--- config.mk ---
export PLATFORM = sky130hd
export DESIGN_NAME = instr_fetch_unit
export DESIGN_NICKNAME = d
export VERILOG_FILES = /design/src/rtl/instr_fetch_unit.sv
export SDC_FILE = /design/constraint.sdc
export NUM_CORES = 1
export LEC_CHECK = 0
export CAP_MARGIN = 20
export CORE_AREA = 2 2 164 166
export CTS_CLUSTER_DIAMETER = 80
export CTS_CLUSTER_SIZE = 28
export DETAILED_ROUTE_END_ITERATION = 16
export DIE_AREA = 0 0 166 168
export DONT_BUFFER_PORTS = 1
export HOLD_SLACK_MARGIN = 0.1
export PLACE_DENSITY = 0.81
export RECOVER_POWER = 100
export SYNTH_ARGS = -nofsm -noshare
export SYNTH_HDL_FRONTEND = slang
export SYNTH_SLANG_ARGS = --single-unit
--- constraint.sdc ---
create_clock -name clk -period 2.8 [get_ports clk]
set_clock_uncertainty 0.05 [all_clocks]
set_input_delay 0.28 -clock clk [delete_from_list [all_inputs] [get_ports clk]]
set_output_delay 0.28 -clock clk [all_outputs]
set_load 0.005 [all_outputs]
--- src/rtl/instr_fetch_unit.sv ---
// Fetch stage: holds the PC, issues word-aligned requests to instruction memory
// under a credit limit, buffers in-order responses with their PCs, and presents
// them to decode. A redirect restarts fetch at a new PC and drops every response
// still owed for the old path.
module instr_fetch_unit #(
  parameter logic [31:0] RESET_PC   = 32'h0000_0000,
  parameter int          FIFO_DEPTH = 4
) (
  input  logic        clk,
  input  logic        rst_n,
  output logic        imem_req_valid,
  input  logic        imem_req_ready,
  output logic [31:0] imem_req_addr,
  input  logic        imem_rsp_valid,
  input  logic [31:0] imem_rsp_data,
  input  logic        redirect_valid,
  input  logic [31:0] redirect_pc,
  output logic        inst_valid,
  input  logic        inst_ready,
  output logic [31:0] inst,
  output logic [31:0] inst_pc
);

  localparam int          AW  = $clog2(FIFO_DEPTH);
  localparam int          CW  = AW + 1;
  localparam logic [31:0] NOP = 32'h0000_0013;

  typedef enum logic {FETCH, FLUSH} state_t;

  state_t state, state_next;

  logic          run;
  logic [31:0]   pc;
  logic [31:0]   rsp_pc;
  logic [31:0]   inst_pc_q;
  logic [31:0]   redirect_target;
  logic [CW-1:0] inflight, inflight_next;
  logic [CW-1:0] drop_cnt, drop_cnt_next;
  logic [CW-1:0] count;
  logic [CW:0]   occupancy;
  logic [AW-1:0] wr_ptr, rd_ptr;
  logic [31:0]   fifo_data [FIFO_DEPTH];
  logic [31:0]   fifo_pc   [FIFO_DEPTH];
  logic          credit, req_fire, rsp_accept, rsp_drop, push, pop;

  assign redirect_target = redirect_pc & ~32'h3;
  assign occupancy       = {1'b0, inflight} + {1'b0, count};
  assign credit          = occupancy < (CW + 1)'(FIFO_DEPTH);
  assign req_fire        = imem_req_valid && imem_req_ready;
  assign rsp_accept      = imem_rsp_valid && (inflight != '0);
  assign push            = rsp_accept && !rsp_drop;
  assign pop             = inst_valid && inst_ready && !redirect_valid;
  assign inflight_next   = inflight + CW'(req_fire) - CW'(rsp_accept);
  assign imem_req_addr   = pc;

  // State register: FLUSH while responses from an abandoned path are still owed.
  always_ff @(posedge clk or negedge rst_n) begin
    if (!rst_n) state <= FETCH;
    else        state <= state_next;
  end

  // Next state and drop count: a redirect re-arms the drop count from what is still owed.
  always_comb begin
    state_next    = state;
    drop_cnt_next = drop_cnt;
    if (redirect_valid) begin
      drop_cnt_next = inflight_next;
      state_next    = (inflight_next != '0) ? FLUSH : FETCH;
    end else if (state == FLUSH) begin
      if (rsp_accept) drop_cnt_next = drop_cnt - CW'(1);
      if (drop_cnt_next == '0) state_next = FETCH;
    end
  end

  // Outputs: request gating by credit, response dropping, and the decode-facing head.
  always_comb begin
    imem_req_valid = run && !redirect_valid && credit;
    rsp_drop       = redirect_valid || (state == FLUSH);
    inst_valid     = (count != '0);
    inst           = NOP;
    inst_pc        = inst_pc_q;
    if (count != '0) begin
      inst    = fifo_data[rd_ptr];
      inst_pc = fifo_pc[rd_ptr];
    end
  end

  // PC, credit counters and fifo pointers; a redirect flushes the buffer outright.
  always_ff @(posedge clk or negedge rst_n) begin
    if (!rst_n) begin
      run       <= 1'b0;
      pc        <= RESET_PC;
      rsp_pc    <= RESET_PC;
      inst_pc_q <= '0;
      inflight  <= '0;
      drop_cnt  <= '0;
      count     <= '0;
      wr_ptr    <= '0;
      rd_ptr    <= '0;
    end else begin
      run       <= 1'b1;
      inst_pc_q <= inst_pc;
      inflight  <= inflight_next;
      drop_cnt  <= drop_cnt_next;
      if (redirect_valid) begin
        pc     <= redirect_target;
        rsp_pc <= redirect_target;
        count  <= '0;
        wr_ptr <= '0;
        rd_ptr <= '0;
      end else begin
        if (req_fire) pc <= pc + 32'd4;
        if (push) begin
          rsp_pc <= rsp_pc + 32'd4;
          wr_ptr <= wr_ptr + AW'(1);
        end
        if (pop) rd_ptr <= rd_ptr + AW'(1);
        count <= count + CW'(push) - CW'(pop);
      end
    end
  end

  // Buffer storage: responses on the live path are sequential, so rsp_pc names each one.
  always_ff @(posedge clk) begin
    if (push) begin
      fifo_data[wr_ptr] <= imem_rsp_data;
      fifo_pc[wr_ptr]   <= rsp_pc;
    end
  end

endmodule

==> impl_metrics.env, run 1 <==
export IMPL_status="finished with violations"
export IMPL_violations="max-slew violations"
export IMPL_peakVddDrop_uv=607.8
export IMPL_holdPathStages=3
export IMPL_total_leakage_power_nw=5.665
export IMPL_end_kind="flop"
export IMPL_row_count=60
export IMPL_grt_usage_pct=21.11
export IMPL_ys_ff_latch=355
export IMPL_core_area_mm2=0.02635
export IMPL_whs_ps=137.2
export IMPL_fin_util_pct=61.99
export IMPL_die_h_um=168
export IMPL_layout_min_cycle_time_ps=2700
export IMPL_yosys_warnings=0
export IMPL_place_gp_congestion=0.9113
export IMPL_yosysSeqAreaShare_pct=68.93
export IMPL_crit_type="reg2reg"
export IMPL_cellPowerDensity_mw_per_mm2=778.8
export IMPL_num_antenna_cells=0
export IMPL_syn_to_final_growth_pct=11.20
export IMPL_path_clk_slew_ps=100
export IMPL_ctsLongestPathBuffers=3
export IMPL_rr_endpoint="state"
export IMPL_rrSetupSlack_ps=100
export IMPL_register_area_mm2=0.01013
export IMPL_grt_pass1_vias=8446
export IMPL_multi_input_area_mm2=0.004292
export IMPL_reg2reg_depth=12
export IMPL_grt_max_degree=108
export IMPL_dp_hpwl_mm=17.87
export IMPL_hp_class="in2reg"
export IMPL_ys_top_cells_by_area="edfxtp_1 (51%), dfrtp_1 (18%), mux4_2 (9.5%)"
export IMPL_clock_fmax_mhz=370.4
export IMPL_route_vias_total=8348
export IMPL_dieArea_mm2=0.02789
export IMPL_grt_pass1_wl_mm=46.77
export IMPL_initial_core_util_pct=55.75
export IMPL_worstMarginPinSlew_ps=1511
export IMPL_drive_gt1_share_pct=13.17
export IMPL_firstDrtPassIters=5
export IMPL_critPathRequiredTime_ps=3120
export IMPL_nets=1115
export IMPL_cts_root_buf="clkbuf_16"
export IMPL_drt_initial_drc_count=841
export IMPL_netlist_area_leader_share_pct=50.70
export IMPL_cts_tree="yes"
export IMPL_grt_overflow_total=0
export IMPL_ioPinCount=168
export IMPL_fin_total_pwr_mw=12.72
export IMPL_cp_max_fo=3
export IMPL_synth_cells=961
export IMPL_whs_endpoint="wr_ptr[1]"
export IMPL_wl_per_cell_um=21.41
export IMPL_port_buffer_count=0
export IMPL_syn_area_mm2=0.01469
export IMPL_cts_resized=0
export IMPL_clk_latency_ps=510
export IMPL_final_hold_violation_count=0
export IMPL_start_kind="flop"
export IMPL_drc_errors=0
export IMPL_post_route_period_util_pct=96.43
export IMPL_maxCapViolCount=0
export IMPL_die_w_um=166
export IMPL_syn_area_per_cell_um2=15.29
export IMPL_yosys_area_top_type="edfxtp_1"
export IMPL_arrival_ps=3020
export IMPL_via_per_inst=6.045
export IMPL_min_delay_start="imem_rsp_valid"
export IMPL_drtAntennaViolNets=0
export IMPL_htree_levels=1
export IMPL_synth_cell_types=59
export IMPL_worstReg2RegStart="count[2]"
export IMPL_grt_setup_unrepaired="true"
export IMPL_slew_headroom_pct=-0.7356
export IMPL_slew_viol_final=107
export IMPL_antenna_found_initial=0
export IMPL_cts_buffers=17
export IMPL_fillCellCount=1876
export IMPL_clock_sinks=355
export IMPL_setup_violations=0
export IMPL_drt_total_wl_mm=29.57
where the power goes:
group / total (mW) / internal [mW] / switching [mW]
clock network: 2.75 / 1.18 / 1.56
registers: 6.70 / 6.25 / 0.449
logic: 3.28 / 1.35 / 1.93
total: 12.7 / 8.78 / 3.94
state kept, by name, indices dropped and copies added, names as in the netlist:
register       cells
count              3
drop_cnt           3
fifo_data        128
fifo_pc          120
imem_req_addr     30
inflight           3
inst_pc_q         32
rd_ptr             2
rsp_pc            30
run                1
state              1
wr_ptr             2
routing by layer:
| layer | track usage [%] | vias up | wire length (µm) |
|---|---|---|---|
| li1 | - | 3752 | - |
| met1 | 29.01 | 4169 | 12000 |
| met2 | 35.29 | 384 | 14250 |
| met3 | 4.631 | 43 | 2689 |
| met4 | 4.537 | 0 | 628 |
| met5 | 0 | - | 0 |
critical path, stage by stage, from the launching register on:
cell and delay (ps):
dfrtp_1 410, ha_2 280, nor2_1 130, and4_4 230
inv_2 40, ha_1 260, inv_1 40, ha_1 190
fa_2 340, xnor2_1 180, xnor2_1 120, o31ai_1 190
o21ai_1 100
final cells by class:
| class | count | area share (%) |
|---|---|---|
| flip-flops and latches | 355 | 62.01 |
| multi-input cells | 548 | 26.27 |
| repair buffers | 92 | 5.645 |
| clock buffers | 26 | 2.811 |
| well taps | 341 | 2.612 |
| inverters | 16 | 0.3677 |
| clock inverters | 3 | 0.2758 |
cell usage in the layout (no fill, tap or decap), drive strengths merged, types with 16 or more instances in the layout:
cell type / n
xor2: 24
nand2: 149
nand4: 25
dfrtp: 107
edfxtp: 248
mux4: 62
buf: 21
o211ai: 17
and2: 36
dlygate4sd3: 67
clkbuf: 30
inv: 16
nand3: 37
nor2: 34
o21ai: 39
synthesized netlist by cell type, drive strengths merged:
| cell type | n |
|---|---|
| a31oi | 9 |
| nor2 | 34 |
| nor3b | 2 |
| xnor2 | 12 |
| clkinv | 2 |
| and2 | 36 |
| inv | 14 |
| or4b | 1 |
| a22oi | 1 |
| o31ai | 3 |
| o311ai | 10 |
| or3 | 3 |
| nand2 | 149 |
| o21ai | 39 |
| mux2 | 3 |
| mux4 | 62 |
| or4 | 5 |
| nand2b | 5 |
| and4 | 3 |
| dfrtp | 107 |
| nand4b | 1 |
| or2 | 3 |
| a31o | 1 |
| edfxtp | 248 |
| nor4 | 4 |
| nand3b | 3 |
| buf | 17 |
| o211ai | 17 |
| o31a | 2 |
| nand3 | 37 |
| conb | 2 |
| mux2i | 2 |
| clkbuf | 26 |
| nand4 | 25 |
| xor2 | 24 |
| ha | 13 |
| a41oi | 2 |
| a221o | 1 |
| fa | 2 |
| nor3 | 11 |
| o41ai | 1 |
| a21oi | 12 |
| and3 | 6 |
| nor2b | 1 |
worst max path at each step:
stage                 from     to  cells after the start
4_1_cts           count[2]  state                     12
3_3_place_gp      count[2]  state                     12
5_1_grt           count[2]  state                     12
3_5_place_dp      count[2]  state                     12
6_report          count[2]  state                     12
2_1_floorplan  inflight[1]  state                     13
stage by stage:
stage                     setup TNS, ps  worst slack, ps  cell area (µm²)  cells
after floorplan                       0            32.93            14710    962
after global placement                0            164.8            15160   1281
after detailed placement              0            97.42            15160   1281
after CTS                             0            39.32            16370   1378
after global routing             -39.00           -39.00            16330   1381
final                                 0            100.0            16330   1381
cells by family (layout without fill, tap and decap cells):
logic type / count (synthesis) / after routing / synth area share (%)
AO/OA/AOI/OAI: 98 / 98 / 4.216
XOR/XNOR: 36 / 36 / 2.146
adder cells (fa/ha/maj): 15 / 15 / 1.380
buffers and inverters: 59 / 137 / 1.780
flip-flops: 355 / 355 / 68.93
multiplexers: 67 / 67 / 9.872
other: 2 / 3 / 0.05113
AND/OR/NAND/NOR: 329 / 329 / 11.63
what timing repair did:
| action | in CTS | in global routing |
|---|---|---|
| endpoints found under the hold margin | 306 | 4 |
| hold buffers | 68 | 1 |
| setup endpoints to repair | 0 | 1 |
| buffers inserted | 0 | 1 |
(Power assumes the default switching activity.)
==> inputs of run 2 (changes only) <==
--- a/config.mk
+++ b/config.mk
@@ -15,6 +15,7 @@
 export HOLD_SLACK_MARGIN = 0.1
 export PLACE_DENSITY = 0.81
 export RECOVER_POWER = 100
+export SKIP_CTS_REPAIR_TIMING = 1
 export SYNTH_ARGS = -nofsm -noshare
 export SYNTH_HDL_FRONTEND = slang
 export SYNTH_SLANG_ARGS = --single-unit
==> run 2 against run 1 <==
  * The run ends with negative hold slack, max-capacitance violations, max-slew violations left
  * Utilization grew 1.3 points
  * Global-route usage is 0.71 points lower
  * Via count increased by 2.0%
  * Critical path type unchanged
  * Sequential share of layout area is 1.3 points lower
  * Worst hold slack got worse by 360 ps
  * Sequential power about the same
  * Clock-buffer cell count unchanged
  * Combinational power increased by 3%
==> impl_metrics.env, run 2 (synthesized netlist as in run 1, its figures left out) <==
export IMPL_row_count=60
export IMPL_clock_fmax_mhz=372.5
export IMPL_cp_max_fo=3
export IMPL_min_delay_start="redirect_valid"
export IMPL_die_h_um=168
export IMPL_maxCapViolCount=1
export IMPL_antenna_found_initial=0
export IMPL_num_antenna_cells=0
export IMPL_grt_setup_unrepaired="true"
export IMPL_mostFrequentLayoutCells="edfxtp_1 (248), nand2_1 (148), dfrtp_1 (105)"
export IMPL_route_vias_total=8513
export IMPL_drtAntennaViolNets=0
export IMPL_largestRegisters="fifo_data: 128 flops, fifo_pc: 120 flops, inst_pc_q: 32 flops"
export IMPL_layout_min_cycle_time_ps=2684
export IMPL_start_kind="flop"
export IMPL_post_route_period_util_pct=95.87
export IMPL_regMostFlops="fifo_data"
export IMPL_die_w_um=166
export IMPL_cp_num_buf_inv=2
export IMPL_reg2reg_depth=12
export IMPL_grt_overflow_total=0
export IMPL_pre_cts_ws_ps=97.42
export IMPL_port_buffer_count=0
export IMPL_final_hold_violation_count=7
export IMPL_worstReg2RegStart="count[2]"
export IMPL_cts_root_buf="clkbuf_16"
export IMPL_via_per_inst=6.029
export IMPL_syn_to_final_growth_pct=13.51
export IMPL_crit_type="reg2reg"
export IMPL_path_clk_slew_ps=110
export IMPL_dieArea_mm2=0.02789
export IMPL_violations="negative hold slack, max-capacitance violations, max-slew violations"
export IMPL_cpPeakStageDelay_ps=410
export IMPL_setup_violations=0
export IMPL_whs_endpoint="count[2]"
export IMPL_arrival_ps=3010
export IMPL_core_area_mm2=0.02635
export IMPL_htree_levels=1
export IMPL_cp_slowest_cell="dfrtp_1"
export IMPL_clk_latency_ps=520
export IMPL_drive_gt1_share_pct=12.98
export IMPL_dp_hpwl_mm=17.87
export IMPL_ctsLongestPathBuffers=3
export IMPL_cts_tree="yes"
export IMPL_firstDrtPassIters=6
export IMPL_slew_viol_final=108
export IMPL_slew_headroom_pct=-1.416
export IMPL_crit_start="count[2]"
export IMPL_end_kind="flop"
export IMPL_holdPathStages=1
export IMPL_cellPowerDensity_mw_per_mm2=769.1
export IMPL_rr_endpoint="state"
export IMPL_grt_pass1_wl_mm=45.01
export IMPL_initial_core_util_pct=55.75
export IMPL_hp_class="in2reg"
export IMPL_peakVddDrop_uv=623.3
export IMPL_worstMarginPinSlew_ps=1521
export IMPL_fin_total_pwr_mw=12.82
export IMPL_drc_errors=0
export IMPL_setup_slack_ps=115.7
export IMPL_place_gp_congestion=0.9113
export IMPL_cp_cell_sequence="ha_2, nor2_1, and4_4, inv_2, ha_1, inv_1, ha_1, fa_2, xnor2_1, xnor2_1, o31ai_1, o21ai_1"
export IMPL_place_inst=1281
export IMPL_nets=1146
export IMPL_drt_total_wl_mm=29.65
export IMPL_total_leakage_power_nw=5.784
export IMPL_largest_reg_flops=128
export IMPL_grt_usage_pct=20.39
export IMPL_drt_initial_drc_count=789
export IMPL_ioPinCount=168
export IMPL_clock_sinks=355
export IMPL_grt_pass1_vias=8156
export IMPL_instances_no_fill=1412
export IMPL_rrSetupSlack_ps=120
export IMPL_cts_buffers=17
export IMPL_wl_per_cell_um=21.00
export IMPL_status="finished with violations"
export IMPL_grt_max_degree=108
export IMPL_cp_top_family="adder cells"
export IMPL_final_common_cell="edfxtp_1"
export IMPL_whs_ps=-218.4
export IMPL_critPathRequiredTime_ps=3130
run 2: how the worst max path moves through the flow:
stage / to / depth (start not counted)
after detailed placement: state / 12
after global routing: state / 12
final: state / 12
after floorplan: state / 13
after global placement: state / 12
after CTS: state / 12
run 2: where the power goes:
part,internal [mW],switching (mW),total (mW),leakage [nW]
Combinational,1.42,1.95,3.37,2.00
Clock,1.18,1.57,2.75,0.241
Sequential,6.25,0.451,6.70,3.54
Total,8.86,3.97,12.8,5.78
run 2: area by class of cell:
| cell class | count | area [µm²] |
|---|---|---|
| clock buffers | 26 | 459.2 |
| repair buffers | 123 | 1230 |
| fillers | 1842 | 9677 |
| inverters | 16 | 60.06 |
| well taps | 341 | 426.7 |
| clock inverters | 3 | 45.04 |
| multi-input cells | 548 | 4323 |
| flip-flops and latches | 355 | 10130 |
run 2: routing by layer:
metal	wire, µm	up-vias	track usage (%)
li1	-	3817	-
met2	14380	393	33.93
met4	675	0	4.537
met3	2567	54	5.947
met1	12030	4249	27.08
met5	0	-	0
run 2: worst register-to-register path, delay by kind of cell (launching register included):
family / cells / cell delay [ps]
DFF: 1 / 410
buffers and inverters: 2 / 80
AOI/OAI and AO/OA: 2 / 290
and+or+nand+nor: 2 / 360
xor gates and xnor gates: 2 / 300
adders and majority gates: 4 / 1080
run 2: metrics by stage:
stage	cell area, µm²	util [%]	setup TNS (ps)
CTS	15660	59.44	0
global route	16670	63.28	-34.32
floorplan	14710	-	0
global placement	15160	57.53	0
finish	16670	63.28	0
detailed placement	15160	57.53	0
